$ cat src/rtl/adder_pkg.sv
// adder_pkg: shared segmentation helpers and latency constants for adder_pipelined
package adder_pkg;
  localparam int DEF_WIDTH = 22;
  localparam int DEF_STAGES = 1;
  localparam int LATENCY = DEF_STAGES + 1;
  function automatic int seg_lo(input int idx, input int w, input int s);
    return idx * (w / s);
  endfunction
  function automatic int seg_width(input int idx, input int w, input int s);
    return idx == s - 1 ? w - (s - 1) * (w / s) : w / s;
  endfunction
  function automatic int latency(input int s);
    return s + 1;
  endfunction
endpackage

$ cat src/rtl/adder_segment.sv
// adder_segment: registered WIDTH-bit carry segment; in clk, reset_n, a, b, cin; out s, cout
module adder_segment #(
  parameter int WIDTH = 1
) (
  input  logic             clk,
  input  logic             reset_n,
  input  logic [WIDTH-1:0] a,
  input  logic [WIDTH-1:0] b,
  input  logic             cin,
  output logic [WIDTH-1:0] s,
  output logic             cout
);
  always_ff @(posedge clk or negedge reset_n)
    if (!reset_n) {cout, s} <= '0;
    else {cout, s} <= {1'b0, a} + {1'b0, b} + {{WIDTH{1'b0}}, cin};
endmodule

$ cat src/rtl/adder_pipelined.sv
// adder_pipelined: STAGES-segment pipelined add/sub; in clk, reset_n, in_valid, sub, a, b; out out_valid, sum
module adder_pipelined
  import adder_pkg::*;
#(
  parameter int ADDER_WIDTH = DEF_WIDTH,
  parameter int STAGES = DEF_STAGES
) (
  input  logic                   clk,
  input  logic                   reset_n,
  input  logic                   in_valid,
  input  logic                   sub,
  input  logic [ADDER_WIDTH-1:0] a,
  input  logic [ADDER_WIDTH-1:0] b,
  output logic                   out_valid,
  output logic [ADDER_WIDTH:0]   sum
);
  localparam int W = ADDER_WIDTH;
  localparam int LAT = latency(STAGES);
  if (STAGES < 1 || STAGES > W) begin : g_bad
    $error("adder_pipelined: STAGES must be within 1..ADDER_WIDTH");
  end
  logic [STAGES-1:0] sub_sk;
  logic [STAGES-1:0] cy;
  logic [W-1:0] res;
  logic [LAT-1:0] vp;
  always_ff @(posedge clk or negedge reset_n)
    if (!reset_n) begin
      sub_sk <= '0;
      vp <= '0;
    end else begin
      sub_sk[0] <= sub;
      for (int i = 1; i < STAGES; i++) sub_sk[i] <= sub_sk[i-1];
      vp <= {vp[LAT-2:0], in_valid};
    end
  assign out_valid = vp[LAT-1];
  assign sum = {cy[STAGES-1], res};
  for (genvar j = 0; j < STAGES; j++) begin : g_seg
    localparam int LO = seg_lo(j, W, STAGES);
    localparam int SW = seg_width(j, W, STAGES);
    localparam int D = STAGES - 1 - j;
    logic [SW-1:0] a_sk [j+1];
    logic [SW-1:0] b_sk [j+1];
    logic [SW-1:0] bp;
    logic [SW-1:0] s;
    logic cin;
    always_ff @(posedge clk or negedge reset_n)
      if (!reset_n) begin
        for (int i = 0; i <= j; i++) begin
          a_sk[i] <= '0;
          b_sk[i] <= '0;
        end
      end else begin
        a_sk[0] <= a[LO +: SW];
        b_sk[0] <= b[LO +: SW];
        for (int i = 1; i <= j; i++) begin
          a_sk[i] <= a_sk[i-1];
          b_sk[i] <= b_sk[i-1];
        end
      end
    assign bp = sub_sk[j] ? ~b_sk[j] : b_sk[j];
    if (j == 0) begin : g_c0
      assign cin = sub_sk[0];
    end else begin : g_cn
      assign cin = cy[j-1];
    end
    adder_segment #(.WIDTH(SW)) u_seg (
      .clk    (clk),
      .reset_n(reset_n),
      .a      (a_sk[j]),
      .b      (bp),
      .cin    (cin),
      .s      (s),
      .cout   (cy[j])
    );
    if (D == 0) begin : g_nd
      assign res[LO +: SW] = s;
    end else begin : g_d
      logic [SW-1:0] dsk [D];
      always_ff @(posedge clk or negedge reset_n)
        if (!reset_n) begin
          for (int i = 0; i < D; i++) dsk[i] <= '0;
        end else begin
          dsk[0] <= s;
          for (int i = 1; i < D; i++) dsk[i] <= dsk[i-1];
        end
      assign res[LO +: SW] = dsk[D-1];
    end
  end
endmodule

$ cat config.mk
export PLATFORM = sky130hd
export DESIGN_NAME = adder_pipelined
export DESIGN_NICKNAME = d
export VERILOG_FILES = /design/src/rtl/adder_pkg.sv /design/src/rtl/adder_segment.sv /design/src/rtl/adder_pipelined.sv
export SDC_FILE = /design/constraint.sdc
export NUM_CORES = 1
export LEC_CHECK = 0
export BUFFER_PORTS_ARGS = -buffer_cell sky130_fd_sc_hd__buf_2
export CORE_MARGIN = 1.5
export CORE_UTILIZATION = 42
export DETAILED_ROUTE_END_ITERATION = 10
export PLACE_DENSITY_LB_ADDON = 0.3
export SYNTH_ARGS = -nofsm -noshare
export SYNTH_HDL_FRONTEND = slang
export SYNTH_SLANG_ARGS = --single-unit
$ cat constraint.sdc
create_clock -name clk -period 2.85 [get_ports clk]
set_input_delay 0.4275 -clock clk [delete_from_list [all_inputs] [get_ports clk]]
set_output_delay 0.4275 -clock clk [all_outputs]
set_load 0.02 [all_outputs]
==> results.yml, run 1 <==
status:
  status: "complete, no violations"
timing:
  layout_min_cycle_time_ns: 2.677
  rsz0062_at_grt: "false"
  fmax_mhz: 373.5
  finalHoldViolCount: 0
  min_period_over_period: 0.9394
  worstMarginPinSlew_ns: 0.3438
  setup_viol: 0
  slew_violations: 0
  slew_headroom: 0.7684
  fin_setup_tns_ns: 0
  skew_ns: 0.006109
  layout_setup_ws_ns: 0.1726
yosys:
  synth_top_area_cell: "dfrtp_1"
  yosysUniqueCellTypes: 43
  synth-main-ff-cell: "dfrtp_1"
  synth-xor-area-share: 0.1165
  synth_top_family_by_area: "compound AO/OA/AOI/OAI gates"
  synth_top_area_share: 0.5547
  synth_seq_cells: 70
  synth_compound_area_frac: 0.1260
  async_reset_ff_frac: 1.000
  syn_area_um2: 3158
  synthMuxAreaShare: 0.004754
  syn_nets: 329
  synth-seq-area-share: 0.5547
  avgSynthCellArea_um2: 12.29
  synthAdderAreaFrac: 0.09746
  synth.area.top_cells: "dfrtp_1 55%, ha_1 9.1%, xor2_1 8.3%, a21oi_1 3.3%, xnor2_1 3.3%"
  synthCells: 257
  synth-simple-area-share: 0.07765
  yosys_warnings: 0
  synth_edf_count: 0
final_layout:
  syn_to_final_growth_pct: 24.37
  fin_area_um2: 3928
  antennaDiodeCount: 0
  fin_nets: 406
  drive_above_1_share: 0.3186
  final_common_cell: "buf_2"
  layout_common_cells: "71 x buf_2, 69 x dfrtp_1, 29 x xor2_1"
critical_path:
  cpMaxStageDelayCell: "dfrtp_2"
  worstPathCellList: "buf_8 -> xor2_2 -> ha_1 -> and3_1 -> a221oi_4 -> o21ai_2 -> a31oi_2 -> o21ai_1 -> a21oi_2 -> o21ai_0"
  critical_path_arrival_ns: 2.91
  critical_path_class: "flop to flop"
  cp-start-kind: "flop"
  endpoint_kind: "flop"
  cpPeakStageDelay_ns: 0.47
  critical-path-top-delay-family: "compound AO/OA/AOI/OAI gates"
  rrSetupSlack_ns: 0.17
  path_buf_inv: 1
  path_max_fanout: 17
  cp_data_required_time_ns: 3.08
clock_network:
  clock_latency_ns: 0.35
  ctsHtreeMaxLevel: 3
  clock_tree.buffer_depth: 2
  clk_pin_slew_ns: 0.08
  cts-root-buf: "clkbuf_8"
  cts_tree: "yes"
  numCtsBuffers: 9
  cts_setup_buffers: 0
  cts.sinks: 70
flow_run:
  cap_violations: 0
worst_hold_path:
  min-delay-path-class: "primary input to flop"
route:
  drtPass1Iterations: 4
  drtIter0Drc: 98
  avgViaCountPerCell: 4.765
  postRouteAntennaNets: 0
  wire_per_inst_um: 13.16
  routed_wl_um: 5765
  drcViolationCount: 0
  vias: 2087
power_and_ir_drop:
  total_power_mw: 2.889
  p_leak_nw: 1.878
  irDropWorstVdd_uv: 280.7
  p_per_area_nw_per_um2: 735.6
grt:
  grt_pass1_wl_um: 10140
  antenna_found_initial: 0
  grt_max_degree: 30
  track_usage: 0.1593
  first_global_vias: 2148
  grt_overflow: 0
placed_design:
  dpl_cell_area_um2: 3643
  dpl.hpwl_um: 4425
  gp_congestion: 0.8620
  preCtsSetupSlack_ns: -0.02827
  port_buffers: 71
floorplanning:
  die_area_um2: 8048
  core_area_um2: 7253
  io_pins: 72
  die_w_um: 89.71
  dieHeight_um: 89.71
  start_util: 0.4354
  rows: 31
[state kept, by name, summed over array words and instances, names as in the netlist]
signal / cells
g_seg.b_sk: 22
g_seg.cin: 1
g_seg.a_sk: 22
g_seg.u_seg.s: 22
vp: 2
g_seg.u_seg.cout: 1
[power breakdown]
| group | switching, mW | internal (mW) |
|---|---|---|
| clock network | 0.371 | 0.583 |
| registers | 0.0419 | 1.13 |
| logic | 0.458 | 0.308 |
| total | 0.871 | 2.02 |
[worst paths after layout]
| path | start | end | depth (start not counted) |
|---|---|---|---|
| min | a[20] | g_seg[0].a_sk[20] | 1 |
| max | g_seg[0].cin | g_seg[0].u_seg.cout | 10 |
| min in group asynchronous | reset_n | g_seg[0].b_sk[4] | 2 |
| min reg2reg | vp[0] | vp[1] | 0 |
| max in group asynchronous | reset_n | g_seg[0].cin | 3 |
| max reg2reg | g_seg[0].cin | g_seg[0].u_seg.cout | 10 |
[cell usage after synthesis, types with 2 or more instances]
library cell  number
a21o_1             8
nor2_1             8
nand2_1           12
clkbuf_1          13
and3_1             4
a21oi_1           21
nor3_1             2
ha_1              23
xor2_1            30
nand3_1            5
o21ai_0            6
o21bai_1           4
o21ai_1            2
inv_1              3
dfrtp_1           70
xnor2_1           12
a31oi_1            2
nand4_1            7
[metal layers]
| metal | wire length (um) | vias up | track usage |
|---|---|---|---|
| met3 | 305 | 9 | 0.04569 |
| met4 | 119 | 0 | 0.07540 |
| met5 | 0 | - | 0 |
| met1 | 2767 | 986 | 0.2185 |
| met2 | 2572 | 55 | 0.2328 |
| li1 | - | 1037 | - |
[logic make-up after synthesis]
family | count (synthesis)
flip-flops | 70
AO/OA/AOI/OAI | 56
AND/OR/NAND/NOR | 46
XOR/XNOR | 42
adder cells (fa/ha/maj) | 24
buffers and inverters | 18
multiplexers | 1
[through the flow]
step	std cells	util	hold WS [ns]
global placement	421	0.5023	0.3281
finish	438	0.5415	0.1782
detailed placement	421	0.5023	0.3325
CTS	438	0.5382	0.1562
floorplan	257	-	0.1319
global route	438	0.5415	0.1548
[worst register-to-register path: stages, from the launching register on]
cell and delay, ns:
dfrtp_2 0.47, buf_8 0.19, xor2_2 0.20, ha_1 0.33, and3_1 0.23, a221oi_4 0.33, o21ai_2 0.14, a31oi_2 0.24
o21ai_1 0.15, a21oi_2 0.18, o21ai_0 0.11
[final cells by class]
type	count	area [um2]
clock inverters	7	122.6
flip-flops and latches	70	1753
multi-input cells	169	1353
inverters	3	11.26
clock buffers	9	123.9
repair buffers	81	440.4
fillers	654	3326
well taps	99	123.9
[timing repair]
item	4_1_cts	5_1_grt
setup endpoints to repair	3	4
hold buffers	1	0
resized for setup	1	4
hold endpoints to repair	13	0
gates cloned	0	0
Note: power is estimated with default switching activity, not from simulation.
==> run 2: changes to the inputs <==
--- a/config.mk
+++ b/config.mk
@@ -5,9 +5,11 @@
 export SDC_FILE = /design/constraint.sdc
 export NUM_CORES = 1
 export LEC_CHECK = 0
+export ABC_AREA = 1
 export BUFFER_PORTS_ARGS = -buffer_cell sky130_fd_sc_hd__buf_2
 export CORE_MARGIN = 1.5
 export CORE_UTILIZATION = 42
+export CTS_BUF_LIST = sky130_fd_sc_hd__clkbuf_2 sky130_fd_sc_hd__clkbuf_4 sky130_fd_sc_hd__clkbuf_8
 export DETAILED_ROUTE_END_ITERATION = 10
 export PLACE_DENSITY_LB_ADDON = 0.3
 export SYNTH_ARGS = -nofsm -noshare
==> run 2 against run 1 <==
Total power down 0.17%. Sequential power about the same. Register-to-register slack better by 0.48 ns. Worst setup slack better by 0.48 ns. Critical endpoint is now g_seg[0].u_seg.s[14].
==> results.yml, run 2 <==
timing:
  skew_ns: 0.006574
  finalHoldViolCount: 0
  min_period_over_period: 0.7700
  rsz0062_at_grt: "false"
  fmax_mhz: 455.7
  worstMarginPinSlew_ns: 0.7816
  slew_violations: 0
  layout_min_cycle_time_ns: 2.194
  fin_setup_tns_ns: 0
  setup_viol: 0
  whs_ns: 0.1630
  slew_headroom: 0.4789
power_and_ir_drop:
  p_seq_frac: 0.399
  pwr-share-comb: 0.270
  switching_power_uw: 893.8
  p_per_area_nw_per_um2: 673.3
  irDropWorstVdd_uv: 332.3
  clkPwrFrac: 0.331
  p_leak_nw: 2.385
  p_sw_frac: 0.3099
  internal_power_mw: 1.991
  total_power_mw: 2.884
yosys:
  synth_top_area_cell: "dfrtp_1"
  synth-main-ff-cell: "dfrtp_1"
  yosys_warnings: 0
  synth.most_common_cell: "nand2_1"
  synthCells: 405
  yosysUniqueCellTypes: 24
  synth_seq_cells: 70
  avgSynthCellArea_um2: 8.761
  synth.cells.most_frequent: "129 x nand2_1, 70 x dfrtp_1, 58 x inv_1, 32 x xor2_1, 23 x ha_1"
  syn_area_um2: 3548
  async_reset_ff_frac: 1.000
  synth_edf_count: 0
  synth.area.top_cells: "dfrtp_1 49%, nand2_1 14%, ha_1 8.1%, xor2_1 7.9%, inv_1 6.1%"
  synth-seq-area-share: 0.4937
  synth_top_area_share: 0.4937
  syn_nets: 477
grt:
  grt_max_degree: 37
  track_usage: 0.1651
  first_global_vias: 2560
  antenna_found_initial: 0
  grt_overflow: 0
  grt_pass1_wl_um: 11180
final_layout:
  drive_above_1_share: 0.2429
  layout_common_cells: "129 x nand2_1, 71 x buf_2, 70 x dfrtp_1"
  syn_to_final_growth_pct: 20.73
  fin_nets: 557
  antennaDiodeCount: 0
  final_common_cell: "nand2_1"
  final_cells: 595
  fin_area_um2: 4284
clock_network:
  cts_tree: "yes"
  cts.sinks: 70
  cts_resized: 0
  cts_setup_buffers: 0
  cts-root-buf: "clkbuf_8"
  postCtsHoldBufs: 0
  numCtsBuffers: 9
  clock_tree.buffer_depth: 2
  ctsHtreeMaxLevel: 3
  clk_pin_slew_ns: 0.07
  clock_latency_ns: 0.34
floorplanning:
  core_area_um2: 8217
  start_util: 0.4319
  rows: 33
  dieHeight_um: 94.92
  io_pins: 72
  die_area_um2: 9009
  die_w_um: 94.92
placed_design:
  gp_congestion: 0.9628
  port_buffers: 71
  placed_cells: 579
  dpl_cell_area_um2: 4038
  dpl.hpwl_um: 5478
critical_path:
  r2r_start: "g_seg[0].cin"
  endpoint_kind: "flop"
  r2r_end: "g_seg[0].u_seg.s[14]"
  critical-path-top-delay-family: "simple AND/OR/NAND/NOR gates"
  cp_data_required_time_ns: 3.06
  cpMaxStageDelayCell: "fa_1"
  cp-start-kind: "flop"
  cpPeakStageDelay_ns: 0.50
  path_buf_inv: 1
  worstRegToRegCells: 11
  critical_path_arrival_ns: 2.41
  worstPathCellList: "buf_4 -> xor2_1 -> fa_1 -> nand3_1 -> nand3_2 -> nand2_1 -> nand2_2 -> nand3b_1 -> nand2_1 -> nand2_1 -> nand2_1"
  path_max_fanout: 22
  rrSetupSlack_ns: 0.66
  critical_path_class: "flop to flop"
  cp_common_cell: "nand2_1"
route:
  vias: 2673
  drtPass1Iterations: 5
  avgViaCountPerCell: 4.492
  postRouteAntennaNets: 0
  wire_per_inst_um: 11.15
  routed_wl_um: 6636
  drcViolationCount: 0
  drtIter0Drc: 121
flow_run:
  cap_violations: 0
worst_hold_path:
  min-delay-path-class: "primary input to asynchronous set/reset pin"
status:
  status: "complete, no violations"
[run 2: changes by cell type after synthesis, moves of 6 or more]
cell | previous run | this run
nand2_2 | 0 | 9
nor2_2 | 0 | 7
inv_2 | 0 | 6
nand2_1 | 12 | 129
nand3_1 | 5 | 17
xnor2_1 | 12 | 0
a21oi_1 | 21 | 11
a21o_1 | 8 | 0
nor2_1 | 8 | 19
clkbuf_1 | 13 | 0
inv_1 | 3 | 58
o21ai_0 | 6 | 0
[run 2: how the worst max path moves through the flow]
stage | from | to | slack [ns] | depth (start not counted)
after floorplan | g_seg[0].cin | g_seg[0].u_seg.cout | 0.86 | 12
after global placement | g_seg[0].cin | g_seg[0].u_seg.s[14] | 0.70 | 11
after detailed placement | g_seg[0].cin | g_seg[0].u_seg.s[14] | 0.64 | 11
after CTS | g_seg[0].cin | g_seg[0].u_seg.s[14] | 0.62 | 11
after global routing | g_seg[0].cin | g_seg[0].u_seg.s[15] | 0.49 | 11
final | g_seg[0].cin | g_seg[0].u_seg.s[14] | 0.66 | 11
[run 2: power by group through the flow]
stage	clock network [mW]	logic (mW)	registers, mW
final	0.955	0.779	1.15
after global routing	1.03	0.877	1.16
after CTS	0.981	0.787	1.15
after detailed placement	0	0.784	1.17
after global placement	0	0.771	1.17
after floorplan	0	0.418	1.29
[run 2: logic make-up (layout without fill, tap and decap cells)]
logic type | after synthesis | in the layout | share of synthesized area
and+or+nand+nor | 195 | 195 | 0.2391
DFF | 70 | 70 | 0.4937
buffers and inverters | 68 | 153 | 0.07475
xor gates and xnor gates | 32 | 32 | 0.07898
adders and majority gates | 24 | 24 | 0.08674
AOI/OAI and AO/OA | 16 | 16 | 0.02680
[run 2: layout make-up]
type | instances | area (um2)
Clock buffer | 10 | 137.6
Inverter | 64 | 240.2
Clock inverter | 6 | 108.9
Timing Repair Buffer | 73 | 382.9
Fill cell | 776 | 3933
Multi-Input combinational cell | 267 | 1531
Tap cell | 105 | 131.4
Sequential cell | 70 | 1752
[run 2: layer usage]
layer | wire length [um] | global-route usage | vias up
li1 | - | - | 1391
met1 | 3066 | 0.2182 | 1210
met2 | 3137 | 0.2661 | 63
met3 | 349 | 0.04267 | 9
met4 | 82 | 0.04851 | 0
met5 | 0 | 0 | -
[run 2: stage by stage]
stage	setup WS [ns]	utilization
2_1_floorplan	0.8616	-
3_5_place_dp	0.6428	0.4914
5_1_grt	0.4851	0.5214
3_3_place_gp	0.6982	0.4914
6_report	0.6556	0.5214
4_1_cts	0.6169	0.5214
==> run 3: changes to the inputs <==
==> constraint.sdc (replaced) <==
create_clock -name clk -period 2.3 [get_ports clk]
set_input_delay 0.345 -clock clk [delete_from_list [all_inputs] [get_ports clk]]
set_output_delay 0.345 -clock clk [all_outputs]
set_load 0.02 [all_outputs]
==> run 3 against run 2 <==
Design area down 0.18%. Total power up 25%. Die area unchanged. Critical endpoint is now g_seg[0].u_seg.s[15]. Highest routed layer unchanged.
==> results.yml, run 3 (synthesis results as in run 2) <==
clock_network:
  cts.sinks: 70
  cts-root-buf: "clkbuf_8"
  clk_pin_slew_ns: 0.08
  cts_tree: "yes"
  ctsHtreeMaxLevel: 3
  clock_tree.buffer_depth: 2
  clock_latency_ns: 0.34
  numCtsBuffers: 9
floorplanning:
  start_util: 0.4319
  rows: 33
  die_area_um2: 9009
  io_pins: 72
  dieHeight_um: 94.92
  core_area_um2: 8217
  die_w_um: 94.92
grt:
  grt_pass1_wl_um: 11940
  grt_use_met3: 0.04026
  first_global_vias: 2634
  top_usage_layer: "met2"
  grt_overflow: 0
  antenna_found_initial: 0
  grt_max_degree: 71
  grt_use_met2: 0.2839
  track_usage: 0.1764
  grt_use_met1: 0.2321
timing:
  setup_viol: 0
  fin_setup_tns_ns: 0
  min_period_over_period: 0.9121
  layout_min_cycle_time_ns: 2.098
  slew_headroom: 0.4442
  rsz0062_at_grt: "false"
  worstMarginPinSlew_ns: 0.8338
  layout_setup_ws_ns: 0.2022
  finalHoldViolCount: 0
  slew_violations: 0
  skew_ns: 0.009063
  fmax_mhz: 476.7
route:
  drtPass1Iterations: 4
  avgViaCountPerCell: 4.504
  wire_per_inst_um: 11.63
  vias: 2680
  drcViolationCount: 0
  postRouteAntennaNets: 0
  drtIter0Drc: 151
  routed_wl_um: 6917
placed_design:
  gp_congestion: 0.9462
  placed_cells: 579
  preCtsSetupSlack_ns: 0.1485
  port_buffers: 71
  dpl.hpwl_um: 5539
critical_path:
  path_max_fanout: 22
  cp_data_required_time_ns: 2.51
  endpoint_kind: "flop"
  critical_path_arrival_ns: 2.31
  critical_path_class: "flop to flop"
  cp-start-kind: "flop"
worst_hold_path:
  min-delay-path-class: "primary input to flop"
final_layout:
  final_cells: 595
  filler_cell_count: 770
  fin_nets: 557
  syn_to_final_growth_pct: 20.52
  drive_above_1_share: 0.2449
  antennaDiodeCount: 0
  layout_common_cells: "129 x nand2_1, 71 x buf_2, 70 x dfrtp_1"
  final_common_cell: "nand2_1"
power_and_ir_drop:
  p_leak_nw: 2.377
  irDropWorstVdd_uv: 367.8
  p_per_area_nw_per_um2: 840.1
status:
  status: "complete, no violations"
flow_run:
  cap_violations: 0
-- run 3: changes by cell type in the layout (fill, tap and decap cells not counted), sizes merged --
cell / before / now
clkbuf: 10 / 9
inv: 64 / 65
-- run 3: layout make-up --
| cell class | count | area (um2) | area share |
|---|---|---|---|
| well taps | 105 | 131.4 | 0.03072 |
| flip-flops and latches | 70 | 1752 | 0.4096 |
| clock inverters | 7 | 121.4 | 0.02838 |
| multi-input cells | 267 | 1534 | 0.3587 |
| inverters | 64 | 240.2 | 0.05617 |
| repair buffers | 73 | 374.1 | 0.08748 |
| clock buffers | 9 | 123.9 | 0.02896 |
-- run 3: repair_timing --
item,CTS,global route
hold buffers,0,0
resized for setup,0,2
endpoints found under the setup margin,0,3
buffers inserted,0,0
-- run 3: routing by layer --
| layer | up-vias | part of all wire |
|---|---|---|
| li1 | 1394 | - |
| met3 | 8 | 0.052 |
| met1 | 1210 | 0.47 |
| met5 | - | 0 |
| met2 | 68 | 0.47 |
| met4 | 0 | 0.016 |
-- run 3: final timing paths --
path                       slack [ns]  cells after the start    startpoint              endpoint
max                              0.20                     11  g_seg[0].cin  g_seg[0].u_seg.s[15]
max reg2reg                      0.20                     11  g_seg[0].cin  g_seg[0].u_seg.s[15]
min reg2reg                      0.36                      0         vp[0]                 vp[1]
min in group asynchronous        0.18                      2       reset_n                 vp[1]
min                              0.11                      1          b[1]      g_seg[0].b_sk[1]
max in group asynchronous        1.57                      2       reset_n  g_seg[0].u_seg.s[16]
-- run 3: per-stage QoR --
stage | instance area [um2] | util | hold slack (ns) | power, mW
CTS | 4270 | 0.5197 | 0.08259 | 3.636
floorplan | 3548 | - | 0.04941 | 2.117
finish | 4277 | 0.5205 | 0.1054 | 3.593
global route | 4277 | 0.5205 | 0.08060 | 3.817
detailed placement | 4025 | 0.4899 | 0.3410 | 2.427
global placement | 4025 | 0.4899 | 0.3323 | 2.413
-- run 3: worst max-delay path, cell delays in order, from the launching register on --
cell	delay, ns
dfrtp_1	0.38
buf_6	0.19
xor2_1	0.18
ha_1	0.36
nand2_1	0.10
nand2_1	0.10
a21oi_2	0.21
nor2_1	0.07
nor2_1	0.17
nand2_1	0.08
nand2_1	0.06
nand2_1	0.08
-- run 3: power breakdown --
part | leakage [nW] | switching [mW] | internal (mW) | total (mW)
Combinational | 1.43 | 0.634 | 0.336 | 0.971
Clock | 0.124 | 0.466 | 0.725 | 1.19
Sequential | 0.819 | 0.0484 | 1.38 | 1.43
Total | 2.38 | 1.15 | 2.44 | 3.59
